==> config.mk <==
export PLATFORM = sky130hd
export DESIGN_NAME = alu181_nibble_seq
export DESIGN_NICKNAME = d
export VERILOG_FILES = /design/src/rtl/alu181_nibble_seq.sv
export SDC_FILE = /design/constraint.sdc
export NUM_CORES = 1
export LEC_CHECK = 0
export ABC_AREA = 1
export BUFFER_PORTS_ARGS = -buffer_cell sky130_fd_sc_hd__buf_2
export CAP_MARGIN = 25
export CORE_UTILIZATION = 55
export CTS_CLUSTER_SIZE = 25
export DETAILED_ROUTE_END_ITERATION = 6
export PLACE_DENSITY = 0.84
export SETUP_SLACK_MARGIN = 0.3
export SLEW_MARGIN = 25
export SYNTH_ARGS = -nofsm -noshare
export SYNTH_HDL_FRONTEND = slang
export SYNTH_SLANG_ARGS = --single-unit
==> constraint.sdc <==
create_clock -name clk -period 4.4 [get_ports clk]
set_clock_uncertainty 0.05 [all_clocks]
set_input_delay 0.88 -clock clk [delete_from_list [all_inputs] [get_ports clk]]
set_output_delay 0.88 -clock clk [all_outputs]
set_load 0.02 [all_outputs]
==> src/rtl/alu181_nibble_seq.sv <==
// alu181_nibble_seq: runs one 4-bit 74181 slice over NIBBLES cycles, LSB nibble first,
// rippling the slice carry-out back into its carry-in to build a wide ALU operation.
module alu181_nibble_seq #(
    parameter int unsigned NIBBLES = 4
) (
    input  logic                 clk,
    input  logic                 rst_n,
    input  logic                 req_valid,
    output logic                 req_ready,
    input  logic [4*NIBBLES-1:0] req_a,
    input  logic [4*NIBBLES-1:0] req_b,
    input  logic [3:0]           req_s,
    input  logic                 req_m,
    input  logic                 req_cnb,
    output logic [3:0]           alu_a,
    output logic [3:0]           alu_b,
    output logic [3:0]           alu_s,
    output logic                 alu_m,
    output logic                 alu_cnb,
    input  logic [3:0]           alu_f,
    input  logic                 alu_cn4b,
    input  logic                 alu_aeb,
    output logic                 resp_valid,
    input  logic                 resp_ready,
    output logic [4*NIBBLES-1:0] resp_f,
    output logic                 resp_cn4b,
    output logic                 resp_aeb
);

    localparam int unsigned W  = 4 * NIBBLES;
    localparam int unsigned IW = (NIBBLES > 1) ? $clog2(NIBBLES) : 1;

    typedef enum logic [1:0] {
        ST_IDLE = 2'd0,
        ST_RUN  = 2'd1,
        ST_DONE = 2'd2
    } state_t;

    state_t          state;
    state_t          state_nxt;
    logic [IW-1:0]   idx;
    logic [W-1:0]    a_reg;
    logic [W-1:0]    b_reg;
    logic [3:0]      s_reg;
    logic            m_reg;
    logic            carry_reg;
    logic            aeb_acc;
    logic            accept;
    logic            last_nib;
    logic [IW+1:0]   nib_lsb;

    assign accept   = (state == ST_IDLE) && req_valid;
    assign last_nib = (idx == IW'(NIBBLES - 1));
    assign nib_lsb  = {idx, 2'b00};

    // State register; reset aborts any in-flight operation
    always_ff @(posedge clk or negedge rst_n) begin
        if (!rst_n) begin
            state <= ST_IDLE;
        end else begin
            state <= state_nxt;
        end
    end

    // Next-state logic; requests are only looked at in IDLE
    always_comb begin
        state_nxt = state;
        case (state)
            ST_IDLE: if (req_valid)  state_nxt = ST_RUN;
            ST_RUN:  if (last_nib)   state_nxt = ST_DONE;
            ST_DONE: if (resp_ready) state_nxt = ST_IDLE;
            default: state_nxt = ST_IDLE;
        endcase
    end

    // Handshake flags and slice drive; slice is idle (carry-in negated) outside RUN
    always_comb begin
        req_ready  = 1'b0;
        resp_valid = 1'b0;
        alu_a      = 4'h0;
        alu_b      = 4'h0;
        alu_s      = 4'h0;
        alu_m      = 1'b0;
        alu_cnb    = 1'b1;
        case (state)
            ST_IDLE: req_ready = 1'b1;
            ST_RUN: begin
                alu_a   = a_reg[nib_lsb +: 4];
                alu_b   = b_reg[nib_lsb +: 4];
                alu_s   = s_reg;
                alu_m   = m_reg;
                alu_cnb = carry_reg;
            end
            ST_DONE: resp_valid = 1'b1;
            default: ;
        endcase
    end

    // Operand latch, nibble index, carry chain and result capture
    always_ff @(posedge clk or negedge rst_n) begin
        if (!rst_n) begin
            idx       <= '0;
            a_reg     <= '0;
            b_reg     <= '0;
            s_reg     <= 4'h0;
            m_reg     <= 1'b0;
            carry_reg <= 1'b1;
            aeb_acc   <= 1'b1;
            resp_f    <= '0;
            resp_cn4b <= 1'b1;
            resp_aeb  <= 1'b0;
        end else if (accept) begin
            a_reg     <= req_a;
            b_reg     <= req_b;
            s_reg     <= req_s;
            m_reg     <= req_m;
            carry_reg <= req_cnb;
            idx       <= '0;
            aeb_acc   <= 1'b1;
        end else if (state == ST_RUN) begin
            resp_f[nib_lsb +: 4] <= alu_f;
            carry_reg            <= alu_cn4b;
            aeb_acc              <= aeb_acc & alu_aeb;
            if (last_nib) begin
                resp_cn4b <= alu_cn4b;
                resp_aeb  <= aeb_acc & alu_aeb;
            end else begin
                idx <= idx + IW'(1);
            end
        end
    end

endmodule
==> results of run 1 <==
==> per-layer routing <==
metal / up-vias / part of all wire, %
met2: 75 / 46
met3: 8 / 5.9
met1: 1172 / 47
li1: 1269 / -
met4: 0 / 1.8
met5: - / 0
==> cell type report <==
class	count	area share (%)
sequential	61	43.4
multi-input combinational	234	30.7
timing repair buffer	84	12.6
clock buffer	16	5.40
inverter	51	5.43
tap	70	2.48
==> cells by family (layout without fill, tap and decap cells) <==
kind of cell             after synthesis  count (layout)
flip-flops                            61              61
adder cells (fa/ha/maj)                5               5
AND/OR/NAND/NOR                      180             180
AO/OA/AOI/OAI                         49              49
buffers and inverters                 66             151
==> worst reg2reg max path, delay by kind of cell (launching register included) <==
family / cells / cell delay (ps)
DFF: 1 / 740
buffers and inverters: 2 / 660
adders and majority gates: 1 / 470
and+or+nand+nor: 4 / 460
==> power groups by stage <==
stage               logic (uW)  registers [uW]  clock network, uW
finish                    1280             952                470
global route              1440             981                503
detailed placement        1260             963                  0
CTS                       1270             953                475
global placement          1230             951                  0
floorplan                  912             983                  0
==> Yosys cell counts <==
cell                       count  area, sq um
sky130_fd_sc_hd__dfrtp_1      58         1450
sky130_fd_sc_hd__nand3_1      25          125
sky130_fd_sc_hd__clkinv_1      1         3.75
sky130_fd_sc_hd__buf_2        11         55.1
sky130_fd_sc_hd__inv_2         1         3.75
sky130_fd_sc_hd__nand4_1       1         6.26
sky130_fd_sc_hd__nand2_2       2         12.5
sky130_fd_sc_hd__clkbuf_1      1         3.75
sky130_fd_sc_hd__nand2_1      99          372
sky130_fd_sc_hd__a21oi_2      10         87.6
sky130_fd_sc_hd__nor2_2        2         12.5
sky130_fd_sc_hd__inv_1        49          184
sky130_fd_sc_hd__buf_6         3         33.8
sky130_fd_sc_hd__ha_1          5         62.6
sky130_fd_sc_hd__o21ai_0       3         15.0
sky130_fd_sc_hd__a21oi_1      35          175
sky130_fd_sc_hd__o31ai_1       1         7.51
sky130_fd_sc_hd__dfstp_2       3         78.8
sky130_fd_sc_hd__nor2_1       49          184
sky130_fd_sc_hd__nor2_4        2         22.5
==> worst paths after layout <==
kind                                             from                    end  slack [ps]  cells after the start
worst min register to register  resp_f[0]$_DFFE_PN0P_  resp_f[0]$_DFFE_PN0P_         420                      2
worst min-delay path            resp_f[0]$_DFFE_PN0P_  resp_f[0]$_DFFE_PN0P_         420                      2
max in group asynchronous                       rst_n   s_reg[1]$_DFFE_PN0P_        3190                      2
worst max register to register     idx[0]$_DFFE_PN0P_  resp_f[2]$_DFFE_PN0P_        1960                      7
min in group asynchronous                       rst_n   b_reg[4]$_DFFE_PN0P_         470                      1
worst max-delay path               idx[0]$_DFFE_PN0P_               alu_b[3]        1220                      5
==> placed cells by master, fill, tap and decap left out, drive strengths merged <==
master  Yosys  layout
nand3      25      25
clkinv      1       1
buf        14      84
o31ai       1       1
nand4       1       1
a21oi      45      45
dfrtp      58      58
o21ai       3       3
clkbuf      1      16
inv        50      50
nand2     101     101
dfstp       3       3
nor2       53      53
ha          5       5
==> through the flow <==
stage / cells / cell area (sq um)
5_1_grt: 516 / 3520
3_5_place_dp: 499 / 3310
2_1_floorplan: 361 / 2900
6_report: 516 / 3520
3_3_place_gp: 499 / 3310
4_1_cts: 515 / 3500
==> impl_metrics.toml, run 1 <==
[yosys]
synthesis.area_per_instance_sq_um = 8.02
synth_mux_area_share_pct = 0
ys_ff_latch = 61
warnings_from_yosys = 0
ys_types = 20
syn-cell-area_sq_mm = 0.00290
synthCells = 361
post_synth_xor_area_fraction_pct = 0
seq_area_frac_synth_pct = 52.8
synth_top_family_by_area = "simple AND/OR/NAND/NOR gates"
yosys.area_share.simple_pct = 25.4
area_fraction_in_compound_gates_after_synthesis_pct = 9.85
synth_adder_area_share_pct = 2.16
synthesis.nets = 414

[worst_setup_path]
cp_max_fo = 26
crit_path_end_kind = "primary output"
critical_path.startpoint_type = "flip-flop"
critPathBufInv = 2
cpMaxStageDelayCell = "sky130_fd_sc_hd__dfrtp_1"
worstPathCellList = "inv_1 > nand2_1 > nand3_1 > a21oi_1 > buf_2"
cpLargestDelayFamily = "flip-flops"
timing_worst_setup_path_type = "reg2out"
cp.arrival_ps = 2250
cp_data_required_time_ps = 3470
cpPeakStageDelay_ps = 740

[drt]
avgViaCountPerCell = 4.89
drt-total-wl_mm = 6.06
wl_per_cell_um = 11.7
detailroute.via_count = 2524
initialDrtViolationCount = 178
firstDrtPassIters = 4
detail-route-antenna-nets = 0
drc = 0

[power]
power.sequential.fraction_pct = 35.2
switching_share_pct = 44.2
ir_worst_vdd_v = 0.000453
clock_power_share_pct = 17.4
total_leakage_power_uw = 0.00203
power.switching_uw = 1190
design_power_total_uw = 2700
power.internal_uw = 1510
combinationalPowerShare_pct = 47.3
power_per_cell_area_mw_per_mm2 = 766

[timing]
worst_slew_pin_slew_ps = 740
achievable-frequency_mhz = 314
period_share_pct = 72.3
drv_slew = 0
maxSlewHeadroom_pct = 50.6
grt_setup_unrepaired = "false"
final.setup.worst_slack_ps = 1220
final_critical_path_required_period_ps = 3180
fin_tns_setup_ps = 0
hold_violations = 0
setup_violating_endpoint_count_in_the_final_report = 0
hold_slack_ps = 420

[grt]
grt_pass1_wl_mm = 9.94
groute.usage.overall_pct = 24.4
grt.met3_usage_pct = 6.37
met2_usage_pct = 37.0
maximum_number_of_pins_on_one_net_before_global_route_repair = 59
grt_util_met1_pct = 32.5
grt_most_used_layer = "met2"
grt_antenna_before_repair = 0
grt_overflow = 0
grt_pass1_vias = 2310

[min_path]
min-delay-path-class = "reg2reg"

[cts]
path_clk_slew_ps = 60
numCtsBuffers = 9
ctsHtreeMaxLevel = 3
post_cts_buffers = 0
cts_tree = "built"
root_buffer_cell = "sky130_fd_sc_hd__clkbuf_8"
ctsHoldBuffers = 0
clock_tree.buffer_depth = 2
postCtsResizedCells = 0
clk_latency_ps = 340
cts_sinks = 61

[die]
die-width_um = 74.6
die_area_sq_mm = 0.00556
row_count = 26
floorplan.core_area_sq_mm = 0.00507
initial_utilization_pct = 57.1
die_y_um = 74.6
pin_count = 82

[layout]
drive_gt1_share_pct = 26.2
fillCellCount = 421
utilization_pct = 69.5
area.sequential_sq_mm = 0.00153
num-nets-final = 494
insertedDiodeCount = 0
syn_to_final_growth_pct = 21.7
multi_input_area_sq_mm = 0.00108

[run]
maxCapViolCount = 0

[placed_design]
placement.io_buffers = 81
gp_routability_congestion = 0.849
total_half_perimeter_wirelength_after_legalization_and_detailed_placement_mm = 4.16
placement.setup.worst_slack_ps = 1620

[status]
status = "finished, final reports clean"
Note: power is estimated with default switching activity, not from simulation.
==> run 2, diff against run 1 <==
--- a/config.mk
+++ b/config.mk
@@ -8,10 +8,10 @@
 export ABC_AREA = 1
 export BUFFER_PORTS_ARGS = -buffer_cell sky130_fd_sc_hd__buf_2
 export CAP_MARGIN = 25
-export CORE_UTILIZATION = 55
+export CORE_UTILIZATION = 47
 export CTS_CLUSTER_SIZE = 25
 export DETAILED_ROUTE_END_ITERATION = 6
-export PLACE_DENSITY = 0.84
+export PLACE_DENSITY = 0.76
 export SETUP_SLACK_MARGIN = 0.3
 export SLEW_MARGIN = 25
 export SYNTH_ARGS = -nofsm -noshare
==> constraint.sdc (replaced) <==
create_clock -name clk -period 2.6 [get_ports clk]
set_clock_uncertainty 0.05 [all_clocks]
set_input_delay 0.52 -clock clk [delete_from_list [all_inputs] [get_ports clk]]
set_output_delay 0.52 -clock clk [all_outputs]
set_load 0.02 [all_outputs]
==> run 2 against run 1 <==
  * Setup slack got worse by 840 ps
  * Highest routed layer unchanged
  * Core utilization shrank 9.1 points
  * Cell area up 1.4%
  * Critical endpoint is now alu_b[1]
  * Power grew 75%
  * Sequential cell count unchanged
==> impl_metrics.toml, run 2 (synthesis gave the netlist of run 1 again) <==
[status]
status = "finished, final reports clean"

[power]
design_power_total_uw = 4730
clock_power_share_pct = 19.0
total_leakage_power_uw = 0.00204
power_per_cell_area_mw_per_mm2 = 1320
switching_share_pct = 43.7
ir_worst_vdd_v = 0.000861
power.sequential.fraction_pct = 33.1
power.switching_uw = 2060
combinationalPowerShare_pct = 47.9
power.internal_uw = 2660

[cts]
post_cts_buffers = 0
root_buffer_cell = "sky130_fd_sc_hd__clkbuf_8"
clk_latency_ps = 340
cts_tree = "built"
clock_tree.buffer_depth = 2
ctsHtreeMaxLevel = 3
path_clk_slew_ps = 70
cts_sinks = 61
numCtsBuffers = 9

[layout]
insertedDiodeCount = 0
area.sequential_sq_mm = 0.00153
final_cell_mix = "sky130_fd_sc_hd__nand2_1, sky130_fd_sc_hd__buf_2, sky130_fd_sc_hd__dfrtp_1, sky130_fd_sc_hd__nor2_1, sky130_fd_sc_hd__inv_1"
multi_input_area_sq_mm = 0.00108
syn_to_final_growth_pct = 23.4
post_layout_nonfiller_instances = 524
final_common_cell = "sky130_fd_sc_hd__nand2_1"
fillCellCount = 560
num-nets-final = 497
drive_gt1_share_pct = 27.4

[timing]
worst_slew_pin_slew_ps = 755
hold_violations = 0
period_share_pct = 85.3
drv_slew = 0
grt_setup_unrepaired = "true"
final.setup.worst_slack_ps = 383
final_critical_path_required_period_ps = 2220
fin_tns_setup_ps = 0
achievable-frequency_mhz = 451
maxSlewHeadroom_pct = 49.7
setup_violating_endpoint_count_in_the_final_report = 0

[die]
die_area_sq_mm = 0.00648
die_y_um = 80.5
row_count = 28
pin_count = 82
die-width_um = 80.5
initial_utilization_pct = 48.9
floorplan.core_area_sq_mm = 0.00592

[worst_setup_path]
cp.arrival_ps = 1650
crit_start = "idx[0]$_DFFE_PN0P_"
worstReg2RegStart = "idx[0]$_DFFE_PN0P_"
crit_path_end_kind = "primary output"
critical_path.startpoint_type = "flip-flop"
cp_data_required_time_ps = 2030
timing_worst_setup_path_type = "reg2out"
cp_max_fo = 10

[placed_design]
total_half_perimeter_wirelength_after_legalization_and_detailed_placement_mm = 4.34
placement.io_buffers = 81
placement.setup.worst_slack_ps = 595
gp_routability_congestion = 0.802
placed_cells_incl_taps = 507

[drt]
wl_per_cell_um = 12.1
detail-route-antenna-nets = 0
initialDrtViolationCount = 150
avgViaCountPerCell = 4.82
drc = 0
firstDrtPassIters = 4
drt-total-wl_mm = 6.35
detailroute.via_count = 2525

[run]
maxCapViolCount = 0

[grt]
grt_pass1_vias = 2353
grt_antenna_before_repair = 0
maximum_number_of_pins_on_one_net_before_global_route_repair = 80
groute.usage.overall_pct = 21.8
grt_overflow = 0
grt_pass1_wl_mm = 10.6

[min_path]
min-delay-path-class = "in2async"
==> run 2: changes by cell type in the layout (fill, tap and decap cells not counted), moves of 2 or more <==
cell	delta
sky130_fd_sc_hd__clkinv_2	+3
sky130_fd_sc_hd__bufinv_16	+2
sky130_fd_sc_hd__clkbuf_8	-4
sky130_fd_sc_hd__clkinvlp_4	+2
==> run 2: final cells by class <==
class | instances | area share, %
Inverter | 51 | 5.46
Tap cell | 75 | 2.63
Timing Repair Buffer | 86 | 12.7
Timing Repair inverter | 1 | 0.210
Clock inverter | 5 | 2.10
Clock buffer | 11 | 3.68
Multi-Input combinational cell | 234 | 30.4
Sequential cell | 61 | 42.8
==> run 2: final timing paths <==
kind | slack, ps | depth (start not counted) | endpoint
max reg2reg | 780 | 7 | resp_f[2]$_DFFE_PN0P_
max | 380 | 5 | alu_b[1]
min | 280 | 2 | s_reg[3]$_DFFE_PN0P_
min reg2reg | 420 | 2 | resp_f[2]$_DFFE_PN0P_
min in group clk | 330 | 2 | state[1]$_DFFE_PN0P_
max in group asynchronous | 1720 | 2 | resp_f[7]$_DFFE_PN0P_
==> run 2: power groups by stage <==
stage | Combinational, uW | Clock (uW) | Sequential (uW)
final | 2260 | 896 | 1570
after global routing | 2550 | 958 | 1620
after CTS | 2280 | 909 | 1560
after detailed placement | 2260 | 0 | 1580
after global placement | 2200 | 0 | 1550
after floorplan | 1540 | 0 | 1660
==> run 2: per-stage QoR <==
step | area [sq um] | hold slack [ps] | utilization, %
finish | 3570 | 282 | 60.4
global route | 3570 | 327 | 60.4
CTS | 3560 | 311 | 60.2
detailed placement | 3350 | 414 | 56.6
global placement | 3350 | 410 | 56.6
floorplan | 2900 | 174 | -
==> run 2: timing repair <==
action | in CTS | in global routing
resized for setup | 1 | 2
cloned | 0 | 1
hold buffers | 0 | 0
endpoints found under the hold margin | 0 | 0
endpoints found under the setup margin | 13 | 8
==> run 2: worst max-delay path, stage by stage, from the launching register on <==
cell and delay (ps):
sky130_fd_sc_hd__dfrtp_1 470, sky130_fd_sc_hd__clkinvlp_4 280, sky130_fd_sc_hd__nand2_1 120, sky130_fd_sc_hd__nand3_1 70, sky130_fd_sc_hd__a21oi_1 180, sky130_fd_sc_hd__buf_2 190
==> run 2: layer usage <==
metal  vias to the layer above  track usage (%)  wire length [um]
li1                       1279                -                 -
met3                         8             4.43               298
met1                      1176             27.6              2850
met5                         -                0                 0
met4                         0             10.2                76
met2                        62             35.7              3130
==> run 3, diff against run 2 <==
--- a/config.mk
+++ b/config.mk
@@ -8,12 +8,12 @@
 export ABC_AREA = 1
 export BUFFER_PORTS_ARGS = -buffer_cell sky130_fd_sc_hd__buf_2
 export CAP_MARGIN = 25
-export CORE_UTILIZATION = 47
+export CORE_UTILIZATION = 40
 export CTS_CLUSTER_SIZE = 25
 export DETAILED_ROUTE_END_ITERATION = 6
-export PLACE_DENSITY = 0.76
+export PLACE_DENSITY = 0.66
 export SETUP_SLACK_MARGIN = 0.3
-export SLEW_MARGIN = 25
+export SLEW_MARGIN = 20
 export SYNTH_ARGS = -nofsm -noshare
 export SYNTH_HDL_FRONTEND = slang
 export SYNTH_SLANG_ARGS = --single-unit
==> constraint.sdc (replaced) <==
create_clock -name clk -period 2.6 [get_ports clk]
set_clock_uncertainty 0.05 [all_clocks]
set_input_delay 0.52 -clock clk [delete_from_list [all_inputs] [get_ports clk]]
set_output_delay 0.52 -clock clk [all_outputs]
set_load 0.1 [all_outputs]
==> run 3 against run 2 <==
  * Global-route usage shrank 1.6 points
  * Largest cell class unchanged
  * First-iteration DRC count grew 59%
  * Maximum frequency shrank 1.3%
  * Worst hold slack lost 77 ps
  * Non-clock buffer count grew 4
  * Critical endpoint is now alu_b[3]
  * Count of clock-buffer cells in the layout grew 1
  * Setup slack lost 29 ps
  * Cell area grew 9.0%
  * Via count grew 0.75%
  * Sequential share of layout area shrank 3.5 points
  * Routed wire length grew 9.0%
  * Core utilization shrank 4.0 points
==> impl_metrics.toml, run 3 (synthesis gave the netlist of run 1 again) <==
[layout]
insertedDiodeCount = 0
syn_to_final_growth_pct = 34.4
num-nets-final = 500
final_cell_mix = "sky130_fd_sc_hd__nand2_1, sky130_fd_sc_hd__buf_2, sky130_fd_sc_hd__dfrtp_1, sky130_fd_sc_hd__inv_1, sky130_fd_sc_hd__nor2_1"
final_common_cell = "sky130_fd_sc_hd__nand2_1"
drive_gt1_share_pct = 31.0

[die]
initial_utilization_pct = 41.9
die_y_um = 87.1
floorplan.core_area_sq_mm = 0.00691
row_count = 30
die-width_um = 87.1
pin_count = 82
die_area_sq_mm = 0.00759

[drt]
avgViaCountPerCell = 4.64
wl_per_cell_um = 12.6
drc = 0
detailroute.via_count = 2544
initialDrtViolationCount = 239
drt-total-wl_mm = 6.92
firstDrtPassIters = 4
detail-route-antenna-nets = 0

[cts]
root_buffer_cell = "sky130_fd_sc_hd__clkbuf_8"
numCtsBuffers = 9
cts_sinks = 61
cts_tree = "built"
ctsHtreeMaxLevel = 3
ctsHoldBuffers = 0
clk_latency_ps = 340
path_clk_slew_ps = 70
clock_tree.buffer_depth = 2

[grt]
grt_overflow = 0
grt_pass1_vias = 2512
groute.usage.overall_pct = 20.3
grt_antenna_before_repair = 0
grt_pass1_wl_mm = 11.5
maximum_number_of_pins_on_one_net_before_global_route_repair = 35

[timing]
period_share_pct = 86.4
grt_setup_unrepaired = "true"
drv_slew = 0
final_critical_path_required_period_ps = 2250
maxSlewHeadroom_pct = 47.0
worst_slew_pin_slew_ps = 795
hold_slack_ps = 205
fin_tns_setup_ps = 0
hold_violations = 0
setup_violating_endpoint_count_in_the_final_report = 0
achievable-frequency_mhz = 445

[worst_setup_path]
critical_path.startpoint_type = "flip-flop"
timing_worst_setup_path_type = "reg2out"
worstPathCellList = "inv_2 > nand2_1 > buf_4 > a21oi_2 > buf_12"
critPathBufInv = 3
cp.arrival_ps = 1680
reg2reg_setup_slack_ps = 800
cpMaxStageDelayCell = "sky130_fd_sc_hd__dfrtp_1"
cpPeakStageDelay_ps = 450
cp_data_required_time_ps = 2030
crit_path_end_kind = "primary output"
worstReg2RegStart = "idx[0]$_DFFE_PN0P_"
cpLargestDelayFamily = "buffers and inverters"
cp_max_fo = 15
crit_start = "state[1]$_DFFE_PN0P_"

[min_path]
min-delay-path-class = "in2async"

[placed_design]
total_half_perimeter_wirelength_after_legalization_and_detailed_placement_mm = 4.85
gp_routability_congestion = 0.791
placement.io_buffers = 81

[run]
maxCapViolCount = 0

[status]
status = "finished, final reports clean"
-- run 3: through the flow --
step                      worst slack (ps)  util, %  instance area (sq um)  cells
after CTS                              321     56.0                   3870    547
final                                  354     56.4                   3890    548
after global placement                 671     53.1                   3670    531
after global routing                   285     56.4                   3890    548
after floorplan                        197        -                   2950    361
after detailed placement               658     53.1                   3670    531
-- run 3: worst paths after layout --
kind / endpoint / depth (start not counted)
min reg2reg: resp_f[10]$_DFFE_PN0P_ / 2
max reg2reg: resp_f[3]$_DFFE_PN0P_ / 9
min: s_reg[1]$_DFFE_PN0P_ / 1
min in group clk: state[1]$_DFFE_PN0P_ / 2
max in group asynchronous: b_reg[14]$_DFFE_PN0P_ / 2
max: alu_b[3] / 5
-- run 3: final cells by class --
class / instances / area, sq um
clock inverters: 4 / 47.5
repair buffers: 90 / 706
flip-flops and latches: 61 / 1530
well taps: 96 / 120
multi-input cells: 234 / 1140
clock buffers: 12 / 155
inverters: 51 / 195
fillers: 688 / 3010
-- run 3: layer usage --
metal,global-route usage [%],up-vias,routed length [um]
met5,0,-,0
met4,6.71,0,117
met3,5.02,11,270
met2,32.3,60,3220
met1,27.2,1193,3320
li1,-,1280,-
-- run 3: what timing repair did --
action | CTS | global route
gates cloned | 0 | 0
setup buffers | 0 | 1
endpoints found under the hold margin | 0 | 0
setup endpoints to repair | 2 | 7
gates resized for setup | 1 | 1
Power of run 3 is left out: the tool's default activity adds up to more than one toggle a clock period on the data nets, which glitch-free logic cannot reach.
